===== src/rtl/ex_div.sv =====
// ex_div: iterative RV32M divider (DIV/DIVU/REM/REMU) in the EX stage.
// Radix-2 restoring divider, one quotient bit per cycle, 32 iterations.
// Drives the EX stall request and abandons its division on flush_i.
// Optional macro DIV_EARLY_OUT_EN: divide-by-zero and signed overflow
// finish one cycle after issue instead of running all 32 iterations.
module ex_div (
    input  logic        clk,
    input  logic        rst_n,
    input  logic        start_i,
    input  logic [1:0]  op_i,
    input  logic [31:0] dividend_i,
    input  logic [31:0] divisor_i,
    input  logic        flush_i,
    output logic        stallreq_o,
    output logic [31:0] result_o,
    output logic        done_o
);

    typedef enum logic [1:0] {
        S_IDLE = 2'd0,
        S_CALC = 2'd1,
        S_DONE = 2'd2
    } state_t;

    state_t      state_q, state_d;
    logic [1:0]  op_q, op_d;
    logic [31:0] dvd_q, dvd_d;
    logic [31:0] dsr_q, dsr_d;
    logic [31:0] rem_q, rem_d;
    logic [4:0]  cnt_q, cnt_d;
    logic        qneg_q, qneg_d;
    logic        rneg_q, rneg_d;
    logic        div0_q, div0_d;
    logic        ovf_q, ovf_d;
    logic [31:0] result_q, result_d;
    logic        done_q, done_d;

    logic        in_signed;
    logic        in_dvd_neg;
    logic        in_dsr_neg;
    logic        in_div0;
    logic        in_ovf;
    logic [32:0] shifted;
    logic        qbit;
    logic [31:0] rem_nx;
    logic [31:0] quo_nx;
    logic [31:0] quo_fin;
    logic [31:0] rem_fin;

    // Operand conditioning, one restoring step, and final sign/special-case fix-up
    always_comb begin
        in_signed  = ~op_i[0];
        in_dvd_neg = in_signed & dividend_i[31];
        in_dsr_neg = in_signed & divisor_i[31];
        in_div0    = (divisor_i == '0);
        in_ovf     = in_signed & (dividend_i == 32'h8000_0000) & (divisor_i == '1);

        // Partial remainder is compared at 33 bits so divisors >= 2^31 keep the
        // bit shifted out of rem; the difference itself always fits in 32 bits.
        shifted = {rem_q, dvd_q[31]};
        qbit    = (shifted >= {1'b0, dsr_q});
        rem_nx  = qbit ? (shifted[31:0] - dsr_q) : shifted[31:0];
        quo_nx  = {dvd_q[30:0], qbit};

        quo_fin = qneg_q ? (32'd0 - quo_nx) : quo_nx;
        rem_fin = rneg_q ? (32'd0 - rem_nx) : rem_nx;
        if (div0_q) begin
            quo_fin = '1;
        end
        if (ovf_q) begin
            quo_fin = 32'h8000_0000;
            rem_fin = '0;
        end

        state_d  = state_q;
        op_d     = op_q;
        dvd_d    = dvd_q;
        dsr_d    = dsr_q;
        rem_d    = rem_q;
        cnt_d    = cnt_q;
        qneg_d   = qneg_q;
        rneg_d   = rneg_q;
        div0_d   = div0_q;
        ovf_d    = ovf_q;
        result_d = result_q;
        done_d   = 1'b0;

        case (state_q)
            S_IDLE: begin
                if (start_i && !flush_i) begin
                    op_d    = op_i;
                    dvd_d   = in_dvd_neg ? (32'd0 - dividend_i) : dividend_i;
                    dsr_d   = in_dsr_neg ? (32'd0 - divisor_i) : divisor_i;
                    qneg_d  = in_dvd_neg ^ in_dsr_neg;
                    rneg_d  = in_dvd_neg;
                    div0_d  = in_div0;
                    ovf_d   = in_ovf;
                    rem_d   = '0;
                    cnt_d   = '0;
                    state_d = S_CALC;
`ifdef DIV_EARLY_OUT_EN
                    if (in_div0 || in_ovf) begin
                        state_d = S_DONE;
                        done_d  = 1'b1;
                        if (in_div0) begin
                            result_d = op_i[1] ? dividend_i : 32'hFFFF_FFFF;
                        end else begin
                            result_d = op_i[1] ? 32'h0000_0000 : 32'h8000_0000;
                        end
                    end
`endif
                end
            end
            S_CALC: begin
                // A dropped start_i means the instruction left EX: abandon like a flush
                if (flush_i || !start_i) begin
                    state_d = S_IDLE;
                end else begin
                    dvd_d = quo_nx;
                    rem_d = rem_nx;
                    cnt_d = cnt_q + 5'd1;
                    if (cnt_q == 5'd31) begin
                        state_d  = S_DONE;
                        done_d   = 1'b1;
                        result_d = op_q[1] ? rem_fin : quo_fin;
                    end
                end
            end
            S_DONE: begin
                state_d = S_IDLE;
            end
            default: begin
                state_d = S_IDLE;
            end
        endcase
    end

    // State and datapath registers, cleared asynchronously by reset
    always_ff @(posedge clk or negedge rst_n) begin
        if (!rst_n) begin
            state_q  <= S_IDLE;
            op_q     <= '0;
            dvd_q    <= '0;
            dsr_q    <= '0;
            rem_q    <= '0;
            cnt_q    <= '0;
            qneg_q   <= 1'b0;
            rneg_q   <= 1'b0;
            div0_q   <= 1'b0;
            ovf_q    <= 1'b0;
            result_q <= '0;
            done_q   <= 1'b0;
        end else begin
            state_q  <= state_d;
            op_q     <= op_d;
            dvd_q    <= dvd_d;
            dsr_q    <= dsr_d;
            rem_q    <= rem_d;
            cnt_q    <= cnt_d;
            qneg_q   <= qneg_d;
            rneg_q   <= rneg_d;
            div0_q   <= div0_d;
            ovf_q    <= ovf_d;
            result_q <= result_d;
            done_q   <= done_d;
        end
    end

    assign result_o   = result_q;
    assign done_o     = done_q;
    assign stallreq_o = start_i & ~done_q & ~flush_i;

endmodule


===== config.mk =====
export PLATFORM = sky130hd
export DESIGN_NAME = ex_div
export DESIGN_NICKNAME = d
export VERILOG_FILES = /design/src/rtl/ex_div.sv
export SDC_FILE = /design/constraint.sdc
export NUM_CORES = 1
export LEC_CHECK = 0
export BUFFER_PORTS_ARGS = -buffer_cell sky130_fd_sc_hd__buf_2
export CORE_MARGIN = 1
export CORE_UTILIZATION = 30
export DETAILED_ROUTE_END_ITERATION = 8
export SYNTH_ARGS = -nofsm -noshare
export SYNTH_HDL_FRONTEND = slang
export SYNTH_SLANG_ARGS = --single-unit

===== constraint.sdc =====
create_clock -name clk -period 7.79 [get_ports clk]
set_input_delay 1.9475 -clock clk [delete_from_list [all_inputs] [get_ports clk]]
set_output_delay 1.9475 -clock clk [all_outputs]
set_load 0.01 [all_outputs]

==> results.toml, run 1 <==
[critical_path]
worstSetupPathType = "flip-flop to flip-flop"
start_kind = "flip-flop"
critPathCaptureType = "flip-flop"
worst_ep_required_time_ns = 8.16
worst-endpoint-arrival_ns = 6.16
cp_max_fo = 45

[layout]
final_core_util = 0.345
n_fill_cell = 4059
drive_gt1_frac = 0.118
num_antenna_cells = 0
fin_nets = 1619
area_overhead_vs_synth_pct = 12.7

[global_route]
pin_count_of_the_biggest_net_entering_global_routing = 82
grt_antenna_before_repair = 2
grt_overflow_total = 0
vias_in_the_first_global_route = 10400
grt_usage = 0.197
grt_first_pass_wirelength_mm = 59.5

[pwr]
vdd_drop_max_uv = 188
total_power_per_unit_cell_area_mw_per_mm2 = 250
report.power.total_mw = 3.26
power.static_leakage_nw = 5.64

[clocking]
numClockSinks = 141
cts_tree = "yes"
clkLatencyLatePin_ns = 0.44
cts.reportedPaths.clkPinSlew_ns = 0.06
cts_post_setup_buffers_inserted = 0
number_of_gates_given_a_new_drive_strength_after_cts = 0
ctsHtreeMaxLevel = 4
cts_hold_buf = 0
cts_max_path_buffers = 2
number_of_clock_buffers_inserted_by_tritoncts = 17
clock_tree.root_cell = "sky130_fd_sc_hd__clkbuf_16"

[place]
placement.setup.worst_slack_ns = 2.18
dp.final_hpwl_mm = 29.6
gpl.final_weighted_congestion = 0.898
placement.io_buffers = 103

[timing]
max_freq_ghz = 0.173
tightest_slew_margin_relative_to_the_limit = 0.289
rsz0062_at_grt = "no"
worst_pin_slew_ns = 1.06
layout_worst_path_cycle_share = 0.743
final-setup-viol-count = 0
final_hold_viol_count = 0
timing.setup.tns_ns = 0
setup_ws_ns = 2.00
finalClockSkew_ns = 0.0149
final.min_clock_period_ns = 5.79
timing.final.max_slew_violations = 0

[job]
number_of_max_capacitance_violations_reported = 0

[logic_synthesis]
synth.ff_latch_count = 141
count_of_distinct_cell_types_in_the_synthesized_netlist = 81
synth_flop_cell = "sky130_fd_sc_hd__dfrtp_1"
syn-mean-instance-area_sq_um = 7.91
netlist_instances = 1463
synth_area_sq_mm = 0.0116
ys_warn_count = 0
number_of_enable_flip_flop_cells_after_synthesis = 0
synth_sequential_area_ratio = 0.305
synth-async-reset-ratio = 1.00
synth_nets = 1573

[floorplanning]
core_sq_mm = 0.0378
floorplan.io_pins = 104
placement_rows = 71
die-height_um = 198
fp.dieArea_sq_mm = 0.0393
die_w_um = 198
start_util = 0.306

[drt]
m1WireLength_mm = 18.4
ant_nets = 0
post_drt_via_cell_ratio = 5.57
route.final.wire_length_mm = 38.4
routed-wl-met2_mm = 17.6
drt_pre_antenna_iters = 6
avgRoutedWirePerCell_um = 18.9
total_vias_in_the_final_route = 11300
met3_wirelength_mm = 1.75
remaining_drc_errors = 0
route.top_layer_used = "met4"
initialDrtViolationCount = 1138

[min_path]
worst_hold_path_type = "flip-flop to flip-flop"

[status]
result_of_the_run = "finished, final reports clean"
critical path, cell delays in order, from the launching register on:
cell and delay (ns):
sky130_fd_sc_hd__dfrtp_1 0.44, sky130_fd_sc_hd__ha_1 0.52, sky130_fd_sc_hd__nand2_4 0.09, sky130_fd_sc_hd__a211oi_4 0.44
sky130_fd_sc_hd__o211ai_4 0.13, sky130_fd_sc_hd__a311oi_2 0.39, sky130_fd_sc_hd__or2_2 0.77, sky130_fd_sc_hd__inv_4 0.40
sky130_fd_sc_hd__mux2i_1 0.39, sky130_fd_sc_hd__ha_1 0.24, sky130_fd_sc_hd__nand2_1 0.07, sky130_fd_sc_hd__nor3_1 0.31
sky130_fd_sc_hd__and3_1 0.24, sky130_fd_sc_hd__a311oi_1 0.26, sky130_fd_sc_hd__nor4_1 0.41, sky130_fd_sc_hd__mux2_2 0.37
sky130_fd_sc_hd__nand2_1 0.07, sky130_fd_sc_hd__a32o_1 0.14
report_power, final:
part           internal, mW  total, mW  switching (mW)
clock network         0.478      0.837           0.359
registers             0.812      0.923           0.111
logic                 0.540       1.50           0.956
total                  1.83       3.26            1.43
synthesized netlist by cell type (16+ instances only):
cell | number | area share
sky130_fd_sc_hd__nand4_1 | 26 | 0.014
sky130_fd_sc_hd__ha_1 | 39 | 0.042
sky130_fd_sc_hd__o22ai_1 | 33 | 0.018
sky130_fd_sc_hd__o31ai_1 | 31 | 0.020
sky130_fd_sc_hd__a21oi_1 | 78 | 0.034
sky130_fd_sc_hd__xor2_1 | 69 | 0.052
sky130_fd_sc_hd__mux2i_1 | 21 | 0.018
sky130_fd_sc_hd__a211oi_1 | 19 | 0.012
sky130_fd_sc_hd__dfrtp_1 | 141 | 0.31
sky130_fd_sc_hd__xnor2_1 | 65 | 0.049
sky130_fd_sc_hd__o21ai_0 | 164 | 0.071
sky130_fd_sc_hd__nand2_1 | 202 | 0.066
sky130_fd_sc_hd__a21o_1 | 26 | 0.017
sky130_fd_sc_hd__nor4_1 | 23 | 0.012
sky130_fd_sc_hd__clkbuf_1 | 65 | 0.021
sky130_fd_sc_hd__nor2_1 | 88 | 0.029
sky130_fd_sc_hd__nor3_1 | 40 | 0.017
sky130_fd_sc_hd__nand3_1 | 28 | 0.012
sky130_fd_sc_hd__or3_1 | 16 | 0.0087
sky130_fd_sc_hd__buf_2 | 16 | 0.0069
sky130_fd_sc_hd__inv_1 | 57 | 0.018
registers in the layout, summed over array words and instances, names as in the netlist, 2 cells and up:
name / count
dvd_q: 32
rem_q: 32
result_o: 32
state_q: 2
dsr_q: 32
cnt_q: 5
path summary, 6_finish.rpt:
check                             start            to  slack (ns)  depth (start not counted)
min in group asynchronous         rst_n  result_o[21]        1.57                          1
max                            rem_q[3]  result_o[24]        2.00                         17
min reg2reg                result_o[20]  result_o[20]        0.47                          1
max in group asynchronous         rst_n     rem_q[30]        4.87                          2
max reg2reg                    rem_q[3]  result_o[24]        2.00                         17
min                        result_o[20]  result_o[20]        0.47                          1
stage by stage:
stage                     cells  hold slack (ns)  instance area (sq um)
after floorplan            1463            0.445                  11600
after global placement     2001            0.459                  12500
after detailed placement   2001            0.461                  12500
after CTS                  2033            0.475                  13000
after global routing       2033            0.498                  13000
final                      2033            0.475                  13000
layer usage:
layer / vias up / GRT usage
met5: - / 0
met4: 0 / 0.0477
met3: 42 / 0.0230
met2: 305 / 0.312
met1: 5520 / 0.282
li1: 5457 / -
cell families after synthesis:
logic type | share of synthesized area
DFF | 0.305
AOI/OAI and AO/OA | 0.268
buffers and inverters | 0.0506
and+or+nand+nor | 0.208
xor gates and xnor gates | 0.101
muxes | 0.0230
adders and majority gates | 0.0439
cell usage in the layout (no fill, tap or decap), types with 6 or more instances in the layout:
master / n
sky130_fd_sc_hd__nand2_1: 202
sky130_fd_sc_hd__o21ai_0: 164
sky130_fd_sc_hd__dfrtp_1: 141
sky130_fd_sc_hd__buf_2: 102
sky130_fd_sc_hd__nor2_1: 86
sky130_fd_sc_hd__a21oi_1: 78
sky130_fd_sc_hd__xor2_1: 69
sky130_fd_sc_hd__xnor2_1: 65
sky130_fd_sc_hd__inv_1: 57
sky130_fd_sc_hd__nor3_1: 40
sky130_fd_sc_hd__ha_1: 39
sky130_fd_sc_hd__o22ai_1: 33
sky130_fd_sc_hd__o31ai_1: 31
sky130_fd_sc_hd__nand3_1: 28
sky130_fd_sc_hd__nand4_1: 26
sky130_fd_sc_hd__a21o_1: 26
sky130_fd_sc_hd__nor4_1: 23
sky130_fd_sc_hd__mux2i_1: 21
sky130_fd_sc_hd__a211oi_1: 19
sky130_fd_sc_hd__clkbuf_16: 17
sky130_fd_sc_hd__or3_1: 16
sky130_fd_sc_hd__nand2b_1: 15
sky130_fd_sc_hd__a31oi_1: 13
sky130_fd_sc_hd__a221oi_1: 13
sky130_fd_sc_hd__a221o_1: 12
sky130_fd_sc_hd__buf_4: 11
sky130_fd_sc_hd__o41ai_1: 10
sky130_fd_sc_hd__nor3b_1: 9
sky130_fd_sc_hd__nor2b_1: 9
sky130_fd_sc_hd__a22o_1: 9
sky130_fd_sc_hd__or2_2: 8
sky130_fd_sc_hd__or4_1: 8
sky130_fd_sc_hd__and3_1: 7
sky130_fd_sc_hd__and4_1: 6
sky130_fd_sc_hd__and2_1: 6
final cells by class:
type | instances | area (sq um) | share of cell area
timing repair buffer | 114 | 604 | 0.0463
sequential | 141 | 3530 | 0.271
tap | 511 | 639 | 0.0490
multi-input combinational | 1176 | 7460 | 0.572
clock inverter | 14 | 156 | 0.0120
inverter | 59 | 224 | 0.0172
clock buffer | 18 | 429 | 0.0329
No activity file was read; power rests on OpenSTA's default activity.
==> run 2, diff against run 1 <==
==> constraint.sdc (replaced) <==
create_clock -name clk -period 5.98 [get_ports clk]
set_input_delay 1.495 -clock clk [delete_from_list [all_inputs] [get_ports clk]]
set_output_delay 1.495 -clock clk [all_outputs]
set_load 0.01 [all_outputs]
==> run 2 against run 1 <==
Compared with the run above: die area unchanged; sequential cell count unchanged; setup slack worse by 1.1 ns; total power up 30%; critical path depth unchanged; clock skew down 0.00071 ns; largest power group unchanged.
==> results.toml, run 2 (same netlist as run 1, synthesis figures left out) <==
[status]
result_of_the_run = "finished, final reports clean"

[critical_path]
start_kind = "flip-flop"
worstPathCellList = "ha_1 > a21oi_2 > o21ai_2 > a221oi_2 > a311oi_2 > or2_2 > o21ai_0 > ha_1 > nand2_1 > nor3_1 > and3_1 > a311oi_1 > buf_4 > nor4_1 > mux2_2 > nand2_1 > a32o_1"
cp_max_fo = 19
timing.reg2reg.setup_slack_ns = 0.89
critPathCaptureType = "flip-flop"
critical_path_buf_inv_count = 1
worst_ep_required_time_ns = 6.37
slowest_delay_ns = 0.53
crit-reg2reg-capture = "result_o[24]"
crit_family = "compound AO/OA/AOI/OAI gates"
worst-endpoint-arrival_ns = 5.47
crit_start = "rem_q[5]"
worstSetupPathType = "flip-flop to flip-flop"
regToRegStartpoint = "rem_q[5]"
crit_cells = 17
critPathSlowestCell = "sky130_fd_sc_hd__or2_2"
rr_worst_depth = 17

[clocking]
ctsHtreeMaxLevel = 4
clock_tree.root_cell = "sky130_fd_sc_hd__clkbuf_16"
cts_tree = "yes"
cts.reportedPaths.clkPinSlew_ns = 0.08
number_of_gates_given_a_new_drive_strength_after_cts = 0
clkLatencyLatePin_ns = 0.45
cts_hold_buf = 0
cts_max_path_buffers = 2
cts_post_setup_buffers_inserted = 0
numClockSinks = 141
number_of_clock_buffers_inserted_by_tritoncts = 17

[drt]
initialDrtViolationCount = 1027
route.final.wire_length_mm = 39.2
total_vias_in_the_final_route = 11400
ant_nets = 0
remaining_drc_errors = 0
post_drt_via_cell_ratio = 5.57
avgRoutedWirePerCell_um = 19.2
drt_pre_antenna_iters = 7

[layout]
most-common-layout-cells = "sky130_fd_sc_hd__nand2_1, sky130_fd_sc_hd__o21ai_0, sky130_fd_sc_hd__dfrtp_1"
area_overhead_vs_synth_pct = 13.0
drive_gt1_frac = 0.123
fin_nets = 1626
final_core_util = 0.345
layout_commonest_cell = "sky130_fd_sc_hd__nand2_1"
n_fill_cell = 4079

[min_path]
timing.hold.worst_path_depth = 1
worst_hold_path_type = "flip-flop to flip-flop"
timing.hold.worst_endpoint = "result_o[1]"
hold_path_startpoint = "result_o[1]"

[timing]
timing.setup.tns_ns = 0
final_hold_viol_count = 0
timing.final.max_slew_violations = 0
tightest_slew_margin_relative_to_the_limit = 0.305
finalClockSkew_ns = 0.0142
final-setup-viol-count = 0
rsz0062_at_grt = "no"
layout_worst_path_cycle_share = 0.851
final.min_clock_period_ns = 5.09
worst_pin_slew_ns = 1.04
max_freq_ghz = 0.197

[pwr]
report.power.total_mw = 4.22
vdd_drop_max_uv = 211
total_power_per_unit_cell_area_mw_per_mm2 = 323
power.static_leakage_nw = 5.67

[global_route]
grt_overflow_total = 0
grt_usage = 0.202
pin_count_of_the_biggest_net_entering_global_routing = 67
grt_first_pass_wirelength_mm = 61.0
vias_in_the_first_global_route = 10600
globalRouteMet1Util = 0.289
top_usage_layer = "met2"
use_met2 = 0.320
grt_antenna_before_repair = 0
grt_use_met3 = 0.0216

[floorplanning]
fp.dieArea_sq_mm = 0.0393
core_sq_mm = 0.0378
start_util = 0.306
die-height_um = 198
floorplan.io_pins = 104
die_w_um = 198
placement_rows = 71

[job]
number_of_max_capacitance_violations_reported = 0

[place]
placement.io_buffers = 103
gpl.final_weighted_congestion = 0.910
dp.final_hpwl_mm = 30.2
-- run 2: changes by cell type in the layout (fill, tap and decap cells not counted), sizes merged --
cell,before,now
inv,64,66
bufinv,2,0
buf,114,121
clkinvlp,3,1
diode,0,1
clkinv,4,6
-- run 2: how the worst max path moves through the flow --
| stage | slack, ns | endpoint |
|---|---|---|
| final | 0.89 | result_o[24] |
| after floorplan | 1.12 | result_o[24] |
| after detailed placement | 0.99 | result_o[24] |
| after CTS | 0.97 | result_o[24] |
| after global routing | 0.49 | result_o[24] |
| after global placement | 1.16 | result_o[24] |
-- run 2: area by class of cell --
class,instances,area [sq um],area share
inverter,59,224,0.0171
multi-input combinational,1176,7460,0.571
tap,511,639,0.0489
sequential,141,3530,0.270
antenna,1,2.50,0.000191
clock buffer,18,439,0.0336
timing repair buffer,121,657,0.0502
clock inverter,14,124,0.00948
-- run 2: power by group --
part	total (mW)	internal, mW	switching [mW]	leakage (nW)
clock network	1.04	0.558	0.485	0.279
registers	1.20	1.06	0.143	1.85
logic	1.98	0.714	1.27	3.55
-- run 2: metrics by stage --
stage	cell area, sq um	cells	hold slack (ns)	worst slack (ns)
after floorplan	11600	1463	0.445	1.12
after global placement	12500	2008	0.456	1.16
after detailed placement	12500	2008	0.464	0.986
after CTS	13100	2040	0.481	0.965
after global routing	13100	2040	0.494	0.491
final	13100	2041	0.473	0.894
-- run 2: layer usage --
metal / up-vias / share of wire / wire length [um]
li1: 5452 / - / -
met1: 5500 / 0.47 / 18600
met2: 369 / 0.46 / 18100
met3: 45 / 0.051 / 1990
met4: 0 / 0.015 / 604
met5: - / 0 / 0
==> run 3, diff against run 2 <==
==> constraint.sdc (replaced) <==
create_clock -name clk -period 5.8 [get_ports clk]
set_input_delay 1.45 -clock clk [delete_from_list [all_inputs] [get_ports clk]]
set_output_delay 1.45 -clock clk [all_outputs]
set_load 0.01 [all_outputs]
==> run 3 against run 2 <==
Compared with the run above: global-route usage shrank 0.29 points; sequential share of layout area shrank 0.072 points; hold slack gained 0.0026 ns; non-clock buffer count shrank 2; critical endpoint unchanged; clock power grew 9%; first-iteration DRC count shrank 12%; largest cell class unchanged; largest power group unchanged.
==> results.toml, run 3 (same netlist as run 1, synthesis figures left out) <==
[status]
result_of_the_run = "finished, final reports clean"

[clocking]
cts.reportedPaths.clkPinSlew_ns = 0.08
numClockSinks = 141
ctsHtreeMaxLevel = 4
cts_max_path_buffers = 2
clkLatencyLatePin_ns = 0.45
clock_tree.root_cell = "sky130_fd_sc_hd__clkbuf_16"
number_of_clock_buffers_inserted_by_tritoncts = 17
number_of_gates_given_a_new_drive_strength_after_cts = 0
cts_hold_buf = 0
cts_post_setup_buffers_inserted = 0
cts_tree = "yes"

[floorplanning]
core_sq_mm = 0.0378
fp.dieArea_sq_mm = 0.0393
placement_rows = 71
die_w_um = 198
floorplan.io_pins = 104
die-height_um = 198
start_util = 0.306

[layout]
num_antenna_cells = 0
layout_commonest_cell = "sky130_fd_sc_hd__nand2_1"
stdcell_count = 2038
most-common-layout-cells = "sky130_fd_sc_hd__nand2_1, sky130_fd_sc_hd__o21ai_0, sky130_fd_sc_hd__dfrtp_1"
drive_gt1_frac = 0.122
area_overhead_vs_synth_pct = 13.3
fin_nets = 1624
n_fill_cell = 4041

[timing]
max_freq_ghz = 0.197
final_hold_viol_count = 0
final-setup-viol-count = 0
worst_pin_slew_ns = 1.08
final.min_clock_period_ns = 5.07
finalClockSkew_ns = 0.0203
layout_worst_path_cycle_share = 0.874
timing.final.max_slew_violations = 0
rsz0062_at_grt = "no"
timing.setup.tns_ns = 0
tightest_slew_margin_relative_to_the_limit = 0.279
setup_ws_ns = 0.731

[critical_path]
worstPathCellList = "ha_1 > a21oi_2 > o21ai_2 > a221oi_2 > a311oi_2 > or2_2 > o21ai_0 > ha_1 > nand2_1 > nor3_1 > and3_1 > a311oi_1 > buf_4 > nor4_1 > mux2_2 > nand2_1 > a32o_1"
worstSetupPathType = "flip-flop to flip-flop"
worst-endpoint-arrival_ns = 5.46
slowest_delay_ns = 0.59
start_kind = "flip-flop"
cp_max_fo = 11
critPathSlowestCell = "sky130_fd_sc_hd__o21ai_0"
critPathCaptureType = "flip-flop"
worst_ep_required_time_ns = 6.19

[place]
gpl.final_weighted_congestion = 0.924
placement.io_buffers = 103
dp.final_hpwl_mm = 29.7
cell_count_after_placement = 2006
placement.setup.worst_slack_ns = 0.822

[drt]
initialDrtViolationCount = 903
ant_nets = 0
total_vias_in_the_final_route = 11300
avgRoutedWirePerCell_um = 19.0
post_drt_via_cell_ratio = 5.53
route.final.wire_length_mm = 38.8
remaining_drc_errors = 0
drt_pre_antenna_iters = 5

[global_route]
grt_overflow_total = 0
pin_count_of_the_biggest_net_entering_global_routing = 73
grt_first_pass_wirelength_mm = 60.3
grt_usage = 0.199
vias_in_the_first_global_route = 10600
grt_antenna_before_repair = 1

[pwr]
seq_power_share = 0.282
p_sw_mw = 2.00
power_switching_share = 0.454
vdd_drop_max_uv = 242
cell_internal_pwr_mw = 2.41
total_power_per_unit_cell_area_mw_per_mm2 = 336
power.static_leakage_nw = 5.68
clkPwrFrac = 0.256
combPwrFrac = 0.462

[min_path]
worst_hold_path_type = "flip-flop to flip-flop"

[job]
number_of_max_capacitance_violations_reported = 0
run 3: changes by cell type in the layout (fill, tap and decap cells not counted), sizes merged:
cell	before	now
clkinv	6	10
buf	121	119
clkbuf	18	17
inv	66	63
diode	1	0
run 3: worst max-delay path, delay by kind of cell, from the launching register on:
family | cells | cell delay [ns]
muxes | 1 | 0.37
and+or+nand+nor | 6 | 1.36
AOI/OAI and AO/OA | 7 | 1.91
adders and majority gates | 2 | 0.74
buffers and inverters | 1 | 0.21
DFF | 1 | 0.41
run 3: layout make-up:
| class | count | area [sq um] | area share |
|---|---|---|---|
| inverter | 59 | 224 | 0.0171 |
| timing repair buffer | 119 | 642 | 0.0490 |
| clock inverter | 15 | 190 | 0.0145 |
| tap | 511 | 639 | 0.0488 |
| multi-input combinational | 1176 | 7460 | 0.569 |
| clock buffer | 17 | 425 | 0.0325 |
| sequential | 141 | 3530 | 0.269 |
run 3: power groups by stage:
stage	Combinational [mW]	Sequential, mW	Clock [mW]
6_report	2.04	1.24	1.13
3_5_place_dp	2.00	1.26	0
4_1_cts	2.01	1.24	1.14
5_1_grt	2.22	1.26	1.18
3_3_place_gp	1.98	1.25	0
2_1_floorplan	1.47	1.19	0
run 3: worst paths after layout:
kind                         startpoint           end  slack (ns)  cells past startpoint
min                        result_o[20]  result_o[20]        0.48                      1
max reg2reg                    rem_q[5]  result_o[24]        0.73                     17
max in group asynchronous         rst_n      dsr_q[5]        3.71                      2
min in group asynchronous         rst_n  result_o[13]        1.04                      1
min reg2reg                result_o[20]  result_o[20]        0.48                      1
max                            rem_q[5]  result_o[24]        0.73                     17
run 3: stage by stage:
stage	utilization	hold WS, ns	area (sq um)	total power [mW]
floorplan	-	0.445	11600	2.66
global placement	0.330	0.456	12500	3.23
detailed placement	0.330	0.460	12500	3.25
CTS	0.346	0.476	13100	4.39
global route	0.346	0.499	13100	4.66
finish	0.346	0.476	13100	4.41
run 3: metal layers:
metal | routed length (um) | global-route usage | part of all wire | up-vias
li1 | - | - | - | 5456
met1 | 17900 | 0.275 | 0.46 | 5411
met2 | 17500 | 0.309 | 0.45 | 344
met3 | 2410 | 0.0371 | 0.062 | 50
met4 | 920 | 0.0652 | 0.024 | 0
met5 | 0 | 0 | 0 | -
